File: src/rtl/wb_arbiter.sv
// Write-back arbiter: the pipeline result always wins the register-file port, and
// multi-cycle results wait in a small FIFO. Tracks per-register pending state for decode.
module wb_arbiter #(
    parameter int unsigned FIFO_DEPTH = 2
) (
    input  logic        clk,
    input  logic        rst,
    input  logic        mem_valid,
    input  logic        mem_we,
    input  logic [4:0]  mem_rd,
    input  logic [31:0] mem_data,
    input  logic        md_valid,
    input  logic [4:0]  md_rd,
    input  logic [31:0] md_data,
    output logic        md_ready,
    input  logic        iss_set,
    input  logic [4:0]  iss_rd,
    input  logic [4:0]  q_rs,
    input  logic [4:0]  q_rt,
    output logic        q_busy,
    output logic        wb_we,
    output logic [4:0]  wb_write_reg,
    output logic [31:0] wb_write_data
);

    // FIFO_DEPTH is 2 or 4, so pointers wrap naturally at their width
    localparam int unsigned PTR_W = (FIFO_DEPTH > 2) ? 2 : 1;
    localparam int unsigned CNT_W = PTR_W + 1;
    localparam logic [CNT_W-1:0] DEPTH_C = CNT_W'(FIFO_DEPTH);

    logic [CNT_W-1:0] count_q, count_d;
    logic [PTR_W-1:0] wr_ptr_q, wr_ptr_d;
    logic [PTR_W-1:0] rd_ptr_q, rd_ptr_d;
    logic [4:0]       fifo_rd_q   [FIFO_DEPTH];
    logic [4:0]       fifo_rd_d   [FIFO_DEPTH];
    logic [31:0]      fifo_data_q [FIFO_DEPTH];
    logic [31:0]      fifo_data_d [FIFO_DEPTH];
    logic [31:0]      busy_q, busy_d;
    logic             wb_we_q, wb_we_d;
    logic [4:0]       wb_reg_q, wb_reg_d;
    logic [31:0]      wb_data_q, wb_data_d;

    logic pipe_wr;
    logic enq;
    logic deq;

    assign md_ready      = (count_q < DEPTH_C) && !rst;
    assign q_busy        = busy_q[q_rs] | busy_q[q_rt];
    assign wb_we         = wb_we_q;
    assign wb_write_reg  = wb_reg_q;
    assign wb_write_data = wb_data_q;

    always_comb begin
        pipe_wr     = mem_valid && mem_we && (mem_rd != '0);
        enq         = md_valid && md_ready && (md_rd != '0);
        deq         = !pipe_wr && (count_q != '0);

        count_d     = count_q;
        wr_ptr_d    = wr_ptr_q;
        rd_ptr_d    = rd_ptr_q;
        fifo_rd_d   = fifo_rd_q;
        fifo_data_d = fifo_data_q;
        busy_d      = busy_q;
        wb_we_d     = 1'b0;
        wb_reg_d    = wb_reg_q;
        wb_data_d   = wb_data_q;

        if (pipe_wr) begin
            wb_we_d   = 1'b1;
            wb_reg_d  = mem_rd;
            wb_data_d = mem_data;
        end else if (deq) begin
            wb_we_d   = 1'b1;
            wb_reg_d  = fifo_rd_q[rd_ptr_q];
            wb_data_d = fifo_data_q[rd_ptr_q];
            rd_ptr_d  = rd_ptr_q + PTR_W'(1);
            busy_d[fifo_rd_q[rd_ptr_q]] = 1'b0;
        end

        if (enq) begin
            fifo_rd_d[wr_ptr_q]   = md_rd;
            fifo_data_d[wr_ptr_q] = md_data;
            wr_ptr_d              = wr_ptr_q + PTR_W'(1);
        end

        case ({enq, deq})
            2'b10:   count_d = count_q + CNT_W'(1);
            2'b01:   count_d = count_q - CNT_W'(1);
            default: count_d = count_q;
        endcase

        // Applied after the dequeue clear so a same-edge issue wins
        if (iss_set && (iss_rd != '0)) begin
            busy_d[iss_rd] = 1'b1;
        end
        busy_d[0] = 1'b0;
    end

    always_ff @(posedge clk or posedge rst) begin
        if (rst) begin
            count_q   <= '0;
            wr_ptr_q  <= '0;
            rd_ptr_q  <= '0;
            busy_q    <= '0;
            wb_we_q   <= 1'b0;
            wb_reg_q  <= '0;
            wb_data_q <= '0;
            for (int unsigned i = 0; i < FIFO_DEPTH; i++) begin
                fifo_rd_q[i]   <= '0;
                fifo_data_q[i] <= '0;
            end
        end else begin
            count_q     <= count_d;
            wr_ptr_q    <= wr_ptr_d;
            rd_ptr_q    <= rd_ptr_d;
            busy_q      <= busy_d;
            wb_we_q     <= wb_we_d;
            wb_reg_q    <= wb_reg_d;
            wb_data_q   <= wb_data_d;
            fifo_rd_q   <= fifo_rd_d;
            fifo_data_q <= fifo_data_d;
        end
    end

endmodule

File: config.mk
export PLATFORM = sky130hd
export DESIGN_NAME = wb_arbiter
export DESIGN_NICKNAME = d
export VERILOG_FILES = /design/src/rtl/wb_arbiter.sv
export SDC_FILE = /design/constraint.sdc
export NUM_CORES = 1
export LEC_CHECK = 0
export BUFFER_PORTS_ARGS = -buffer_cell sky130_fd_sc_hd__buf_2
export CAP_MARGIN = 10
export CORE_MARGIN = 5
export CORE_UTILIZATION = 45
export DETAILED_ROUTE_END_ITERATION = 16
export PLACE_DENSITY = 0.7
export SYNTH_ARGS = -nofsm -noshare
export SYNTH_HDL_FRONTEND = slang
export SYNTH_SLANG_ARGS = --single-unit
File: constraint.sdc
create_clock -name clk -period 4.3 [get_ports clk]
set_clock_uncertainty 0.2 [all_clocks]
set_input_delay 0.215 -clock clk [delete_from_list [all_inputs] [get_ports clk]]
set_output_delay 0.215 -clock clk [all_outputs]
set_load 0.02 [all_outputs]
Word-level counts from Yosys, hierarchy flattened

Cells that the tools add are included.
Widths: inputs -> output; s select.

Flip-flop bits (word level): 147
Input bits: 95

Add/subtract/negate cells: 4
Magnitude comparators: 10
Equal/unequal tests: 2
Muxes and demuxes: 30
Bitwise logic cells: 7
Reduce and logical (&&, ||, !) cells: 19

Operators by type and width:

| kind                | number |
|---|---|
| $mux 32             | 9 |
| $bwmux 64           | 1 |
| $and 32x32->32      | 1 |
| $demux 32 s1        | 1 |
| $not 32->32         | 1 |
| $or 32x32->32       | 1 |
| $mux 5              | 6 |
| $lt 5x6->1 const B  | 4 |
| $reduce_bool 5->1   | 3 |
| $bmux 1 s5          | 2 |
| $bwmux 10           | 1 |
| $demux 1 s5         | 2 |
| $ge 5x1->1 const B  | 2 |
| $logic_and 1x1->1   | 10 |
| $mux 1              | 6 |
| $reduce_bool 2->1   | 3 |
| $demux 5 s1         | 1 |
| $ge 2x2->1 const B  | 2 |
| $not 1->2           | 2 |
| $pmux 2 s2          | 1 |
| $add 1x1->1 const B | 2 |
| $add 2x1->2 const B | 1 |
| $eq 2x1->1 const B  | 1 |
| $eq 2x2->1 const B  | 1 |
| 7 further kinds     | 8 |

Depth between registers and ports, before layout

Gate-level depths: netlist of the first run.

Word-level depth: 14
Mapped depth: 8
Mapped depth without buffers: 7

Worst setup path before layout of the first run

Ideal clock, no wire load.

Kind: in2reg
From: in mem_rd[3]
To: reg count_q[1]
Setup time: 79 ps
Arrival time: 1824 ps
Required time: 4021 ps
Slack: 2196 ps
Cell stages on the path: 7
Path through: or4_1 -> o211a_1 -> clkbuf_1 -> nor2_1 -> ha_1 -> nor2_1 -> xor2_1

Word-level cells in the longest chain between the ends: 6

Ends and longest elaborated chain:

| item                                            | RTL line | RTL |
|---|---|---|
| start, declared                                 | 10       | `input logic [4:0] mem_rd,` |
| $reduce_bool 5->1 (*)                           | 54       | `pipe_wr = mem_valid && mem_we && (mem_rd != '0);` |
| $logic_and 1x1->1 (*)                           | 54       |  |
| $logic_not 1->1 (*)                             | 56       | `deq = !pipe_wr && (count_q != '0);` |
| $logic_and 1x1->1 (*)                           | 56       |  |
| $eq 2x1->1 or $eq 2x2->1 (tied branches)        | 86       | `case ({enq, deq})` |
| $pmux 2 s2 or $reduce_bool 2->1 (tied branches) | --       |  |
| end signal, assigned                            | 113      | `count_q <= count_d;` |
| end, declared                                   | 31       | `logic [CNT_W-1:0] count_q, count_d;` |

Mark *: on every way between the ends. The rest lies on a longest branch, timed or not.
A chain may end at the register's enable or synchronous reset.

Worst setup path after layout of the first run

From: in mem_rd[1]
To: reg busy_q[8]

Word-level cells in the longest chain between the ends: 8

Ends and longest elaborated chain:

| item                    | RTL line | RTL |
|---|---|---|
| $reduce_bool 5->1 (*)   | 54       |  |
| $logic_and 1x1->1 (*)   | 54       |  |
| $logic_not 1->1         | 56       |  |
| $logic_and 1x1->1       | 56       |  |
| $mux 32                 | 72       | `end else if (deq) begin` |
| $mux 32 (*)             | 68       | `if (pipe_wr) begin` |
| $or 32x32->32 (no line) | --       |  |
| $mux 32 (*)             | 93       | `if (iss_set && (iss_rd != '0)) begin` |
| net busy_d[8]           | 38       | `logic [31:0] busy_q, busy_d;` |
| end signal, assigned    | 116      | `busy_q <= busy_d;` |
| end, declared           | 38       |  |

Mark *: on every way through the listed nets, which the timed path passes. The rest lies on a longest branch.

==> flow_summary.yaml, run 1 <==
outcome:
  outcome: "completed"
synthesis:
  yosys-top-cells-area: "dfrtp_1, mux2_2, o21ai_0"
  synth_simple_gate_area_frac: 0.1006
  syn-num-nets: 713
  synth_area_leader_cell: "dfrtp_1"
  synth_adder_area_share: 0.001778
  syn_area_per_cell_um2: 11.41
  synth_most_common_cell: "dfrtp_1"
  yosys.area.top_type_share: 0.5227
  synth_top_family_by_area: "multiplexers"
  yosysUniqueCellTypes: 41
  async_reset_ff_frac: 1.000
  muxShareOfSynthArea: 0.2327
  ys_seq_area_frac: 0.5227
  synth_area_um2: 7038
  synth-edff-count: 0
  synth_compound_area_frac: 0.1049
  ys_top_cells_by_count: "dfrtp_1, o21ai_0, nand2_1"
  yosys.area_share.xor_xnor: 0.006222
  synth_ff_type: "dfrtp_1"
  ys_seq_elements: 147
  syn_inst: 617
  yosysWarnings: 0
worst_setup_path:
  reg2reg_depth: 6
  r2r_slack_ns: 1.67
  crit_path_end_kind: "register"
  max_stage_delay_ns: 0.56
  reg2reg_to: "busy_q[8]"
  cp.required_ns: 4.41
  worstPathCellList: "dlygate4sd3_1, buf_2, or4_1, o211ai_2, nand3b_1, o21ai_0, o31ai_1, dlygate4sd3_1"
  crit_type: "primary input to register"
  critPathSlowestCell: "dlygate4sd3_1"
  path_common_cell: "dlygate4sd3_1"
  crit_fanout: 8
  r2r_start: "rd_ptr_q"
  crit_path_start_kind: "primary input"
  cp.arrival_ns: 3.05
routing:
  antenna_left: 0
  drtIter0Drc: 306
  drt-total-wl_um: 19110
  vias_per_cell: 5.419
  vias: 5706
  drc: 0
  wl_per_cell_um: 18.15
  first_pass_iters: 5
global_route:
  globalRouteOverflowTotal: 0
  track_usage: 0.2174
  grt_pass1_vias: 6175
  grt_pass1_wl_um: 31370
  antenna_found_initial: 2
  grt_start_max_net_pins: 76
layout:
  regArea_um2: 3680
  multi_input_area_um2: 3148
  drive_gt1_frac: 0.3163
  fill_cells: 1210
  fin_nets: 924
  area_growth_pct: 32.16
  largest_register_ffs: 64
  final_area_um2: 9301
  top_register: "fifo_data_q"
  post-route-util: 0.6096
floorplanning:
  die_x_um: 135.1
  initial_core_util: 0.4613
  core_um2: 15260
  fp.dieH_um: 135.1
  io_pins: 135
  placementRows: 45
  die-area_um2: 18240
power:
  seqPwrFrac: 0.385
  p_sw_w: 0.002418
  p_comb_frac: 0.386
  p_int_w: 0.004187
  power.leakage_nw: 4.215
  clock_power_share: 0.229
  power-per-cell-area_nw_per_um2: 710.1
  switching_share: 0.3661
  ir_drop_v: 0.0004221
placed_design:
  routabilityCongestion: 0.9064
  place_area_um2: 7843
  hpwl_um: 12880
  numPortBuffers: 134
hold_path:
  worstHoldStart: "iss_rd[2]"
  holdPathEnd: "busy_q[24]"
  holdCritPathClass: "primary input to register"
  hold_path_depth: 4
clock_tree:
  clkTransAtPathRegs_ns: 0.06
  clock-sinks: 147
  cts_buffer_depth: 2
  cts.root.buffer_cell: "clkbuf_16"
  post-cts-setup-buffer-count: 0
  numCtsBuffers: 17
  cts_max_level: 4
  insertion_delay_ns: 0.43
  hold_buffers: 85
  cts_tree: "yes"
  cts_resized: 0
timing:
  finalSetupViolations: 0
  period_needed_ns: 2.942
  fmax_mhz: 339.9
  hold_viol_final: 0
  tightest_slew_ns: 0.9123
  slew_viol_final: 0
  fin_setup_tns_ns: 0
  rsz0062_at_grt: "false"
  final.period_utilization: 0.6841
  relSlewSlack: 0.3905
flow_run:
  cap_violations: 0
-- layout make-up --
| cell class | instances | area share |
|---|---|---|
| Antenna cell | 1 | 0.0002690 |
| Clock buffer | 23 | 0.05139 |
| Clock inverter | 9 | 0.01372 |
| Inverter | 5 | 0.002421 |
| Multi-Input combinational cell | 432 | 0.3384 |
| Sequential cell | 147 | 0.3956 |
| Tap cell | 211 | 0.02838 |
| Timing Repair Buffer | 225 | 0.1698 |
-- metal layers --
layer  part of all wire  track usage  up-vias  wire (um)
met1               0.41       0.2672     2830       7879
met2               0.50       0.3727      204       9569
li1                   -            -     2633          -
met5            0.00037            0        -          7
met3              0.067      0.06036       37       1272
met4              0.020      0.06943        2        383
-- worst max path at each step --
stage                            endpoint  cells after the start  slack, ns        from
after floorplan                busy_q[10]                      1       2.04         rst
after global placement     fifo_data_q[8]                      6       1.90    md_rd[1]
after detailed placement  fifo_data_q[42]                      5       1.80  count_q[1]
after CTS                       busy_q[8]                      8       1.37   mem_rd[3]
after global routing            busy_q[8]                      8       1.29   mem_rd[3]
final                           busy_q[8]                      8       1.36   mem_rd[1]
-- power groups by stage --
stage | clock, W | sequential (W) | combinational (W)
6_report | 0.00151 | 0.00255 | 0.00255
5_1_grt | 0.00159 | 0.00262 | 0.00281
4_1_cts | 0.00153 | 0.00253 | 0.00254
3_5_place_dp | 0 | 0.00255 | 0.00244
3_3_place_gp | 0 | 0.00250 | 0.00237
2_1_floorplan | 0 | 0.00259 | 0.00164
-- worst max-delay path, delay by kind of cell --
family                 cells  cell delay, ns
AOI/OAI and AO/OA          3            0.68
and+or+nand+nor            2            0.89
buffers and inverters      3            1.26
-- placed cells by master (no fill, tap or decap), types with 14 or more instances in the layout --
cell	n
clkbuf_16	17
buf_2	134
mux2i_1	38
o21ai_0	77
dfrtp_1	146
mux2_2	65
nand2_1	68
dlygate4sd3_1	85
a21oi_1	36
nor2_1	53
mux4_2	14
-- stage by stage --
stage / hold WS (ns) / cells / power [W] / worst slack, ns
floorplan: 0.1123 / 617 / 0.004234 / 2.038
global placement: 0.2186 / 935 / 0.004868 / 1.900
detailed placement: 0.2248 / 935 / 0.004993 / 1.801
CTS: 0.001953 / 1052 / 0.006604 / 1.366
global route: 0.01910 / 1053 / 0.007024 / 1.290
finish: 0.02025 / 1053 / 0.006605 / 1.358
-- cell families (layout without fill, tap and decap cells) --
| group | after synthesis | after routing |
|---|---|---|
| AOI/OAI and AO/OA | 133 | 133 |
| xor gates and xnor gates | 5 | 5 |
| buffers and inverters | 38 | 262 |
| DFF | 147 | 147 |
| other | 0 | 1 |
| muxes | 133 | 133 |
| adders and majority gates | 1 | 1 |
| and+or+nand+nor | 160 | 160 |
Power figures use the tool's default switching activity.
==> run 2, diff against run 1 <==
==> constraint.sdc (replaced) <==
create_clock -name clk -period 2.45 [get_ports clk]
set_clock_uncertainty 0.2 [all_clocks]
set_input_delay 0.1225 -clock clk [delete_from_list [all_inputs] [get_ports clk]]
set_output_delay 0.1225 -clock clk [all_outputs]
set_load 0.02 [all_outputs]
==> run 2 against run 1 <==
Against the previous run:
- count of clock-buffer cells in the layout decreased by 5
- clock power increased by 75%
- non-clock buffer count increased by 16
- combinational power increased by 80%
- utilization increased by 1.2 points
- die area unchanged
- worst setup slack got worse by 1.3 ns
==> flow_summary.yaml, run 2 (synthesized netlist as in run 1, its figures left out) <==
outcome:
  outcome: "completed"
floorplanning:
  initial_core_util: 0.4613
  placementRows: 45
  core_um2: 15260
  fp.dieH_um: 135.1
  die_x_um: 135.1
  die-area_um2: 18240
  io_pins: 135
layout:
  post-route-util: 0.6216
  largest_register_ffs: 64
  fill_cells: 1167
  top_register: "fifo_data_q"
  antenna_cells: 0
  final_cell_mix: "dfrtp_1, buf_2, dlygate4sd3_1"
  fin_nets: 940
  area_growth_pct: 34.77
  drive_gt1_frac: 0.3267
  layout_commonest_cell: "dfrtp_1"
timing:
  setup_ws_ns: 0.07033
  final.period_utilization: 0.9713
  tightest_slew_ns: 0.7565
  hold_viol_final: 0
  fmax_mhz: 420.2
  relSlewSlack: 0.4946
  rsz0062_at_grt: "true"
  finalSetupViolations: 0
  period_needed_ns: 2.380
  slew_viol_final: 0
clock_tree:
  insertion_delay_ns: 0.42
  cts_tree: "yes"
  clock-sinks: 147
  cts_max_level: 4
  cts_buffer_depth: 2
  numCtsBuffers: 17
  clkTransAtPathRegs_ns: 0.06
  cts.root.buffer_cell: "clkbuf_16"
global_route:
  grt_start_max_net_pins: 71
  track_usage: 0.2200
  grt_pass1_vias: 6277
  grt_pass1_wl_um: 31880
  antenna_found_initial: 0
  globalRouteOverflowTotal: 0
placed_design:
  hpwl_um: 13190
  dp_slack_ns: 0.2283
  routabilityCongestion: 0.8981
  numPortBuffers: 134
power:
  p_int_w: 0.007411
  power.leakage_nw: 4.285
  p_comb_frac: 0.392
  clock_power_share: 0.225
  p_sw_w: 0.004327
  ir_drop_v: 0.0007025
  seqPwrFrac: 0.382
  switching_share: 0.3686
  power-per-cell-area_nw_per_um2: 1238
worst_setup_path:
  max_stage_delay_ns: 0.49
  worstPathCellList: "mux4_2, mux2_4, a31oi_1, o2111ai_1, buf_4"
  critPathSlowestCell: "mux4_2"
  crit_path_end_kind: "output pin"
  crit_path_start_kind: "register"
  critPathBufInv: 1
  crit_fanout: 3
  cp.arrival_ns: 2.06
  cp.required_ns: 2.13
  cpLargestDelayFamily: "multiplexers"
  crit_type: "register to output pin"
routing:
  drt-total-wl_um: 19630
  drc: 0
  first_pass_iters: 5
  wl_per_cell_um: 18.38
  drtIter0Drc: 418
  vias: 5855
  vias_per_cell: 5.482
  antenna_left: 0
hold_path:
  holdCritPathClass: "primary input to register"
flow_run:
  cap_violations: 0
run 2: metal layers:
layer | GRT usage | routed length (um)
met1 | 0.2805 | 8255
met2 | 0.3680 | 9718
met3 | 0.05067 | 1188
met4 | 0.08175 | 471
met5 | 0 | 0
run 2: worst paths after layout:
check	from	endpoint	slack (ns)	depth (start not counted)
hold / removal	mem_valid	rd_ptr_q	0.10	4
hold reg to reg	fifo_rd_q[0]	fifo_rd_q[0]	0.29	1
setup reg to reg	count_q[1]	fifo_data_q[37]	0.24	5
max in group asynchronous	rst	fifo_data_q[39]	1.08	4
setup / recovery	busy_q[23]	q_busy	0.07	5
min in group asynchronous	rst	fifo_rd_q[6]	0.20	3
run 2: worst reg2reg max path, cell delays in order (launching register included):
cell	delay (ns)
dfrtp_1	0.44
nor2_1	0.26
o211ai_4	0.16
nor2_4	0.40
buf_12	0.26
mux2_2	0.37
run 2: repair_timing:
action / 4_1_cts / 5_1_grt
setup buffers: 0 / 2
hold buffers: 91 / 0
setup endpoints to repair: 0 / 9
endpoints found under the hold margin: 172 / 0
gates resized for setup: 0 / 4
run 2: cell type report:
| cell class | instances | area (um^2) | area share |
|---|---|---|---|
| tap | 211 | 264.0 | 0.02783 |
| multi-input combinational | 432 | 3163 | 0.3335 |
| timing repair buffer | 241 | 1754 | 0.1849 |
| clock buffer | 18 | 439.2 | 0.04630 |
| clock inverter | 14 | 162.7 | 0.01715 |
| sequential | 147 | 3680 | 0.3879 |
| inverter | 5 | 22.52 | 0.002374 |
run 2: stage by stage:
step                area [um^2]  total power [W]  setup TNS [ns]  std cells  hold WS (ns)
detailed placement         7940         0.008869               0        943        0.1077
finish                     9485          0.01174               0       1068        0.1040
global route               9485          0.01244        -0.01167       1068        0.1120
floorplan                  7042         0.007431               0        617       0.01982
global placement           7940         0.008648               0        943       0.08615
CTS                        9453          0.01169               0       1066       0.09109
run 2: power by group through the flow:
stage | Combinational, W | Clock, W | Sequential [W]
global route | 0.00504 | 0.00278 | 0.00462
detailed placement | 0.00439 | 0 | 0.00448
floorplan | 0.00289 | 0 | 0.00455
global placement | 0.00425 | 0 | 0.00440
finish | 0.00460 | 0.00265 | 0.00449
CTS | 0.00455 | 0.00268 | 0.00446
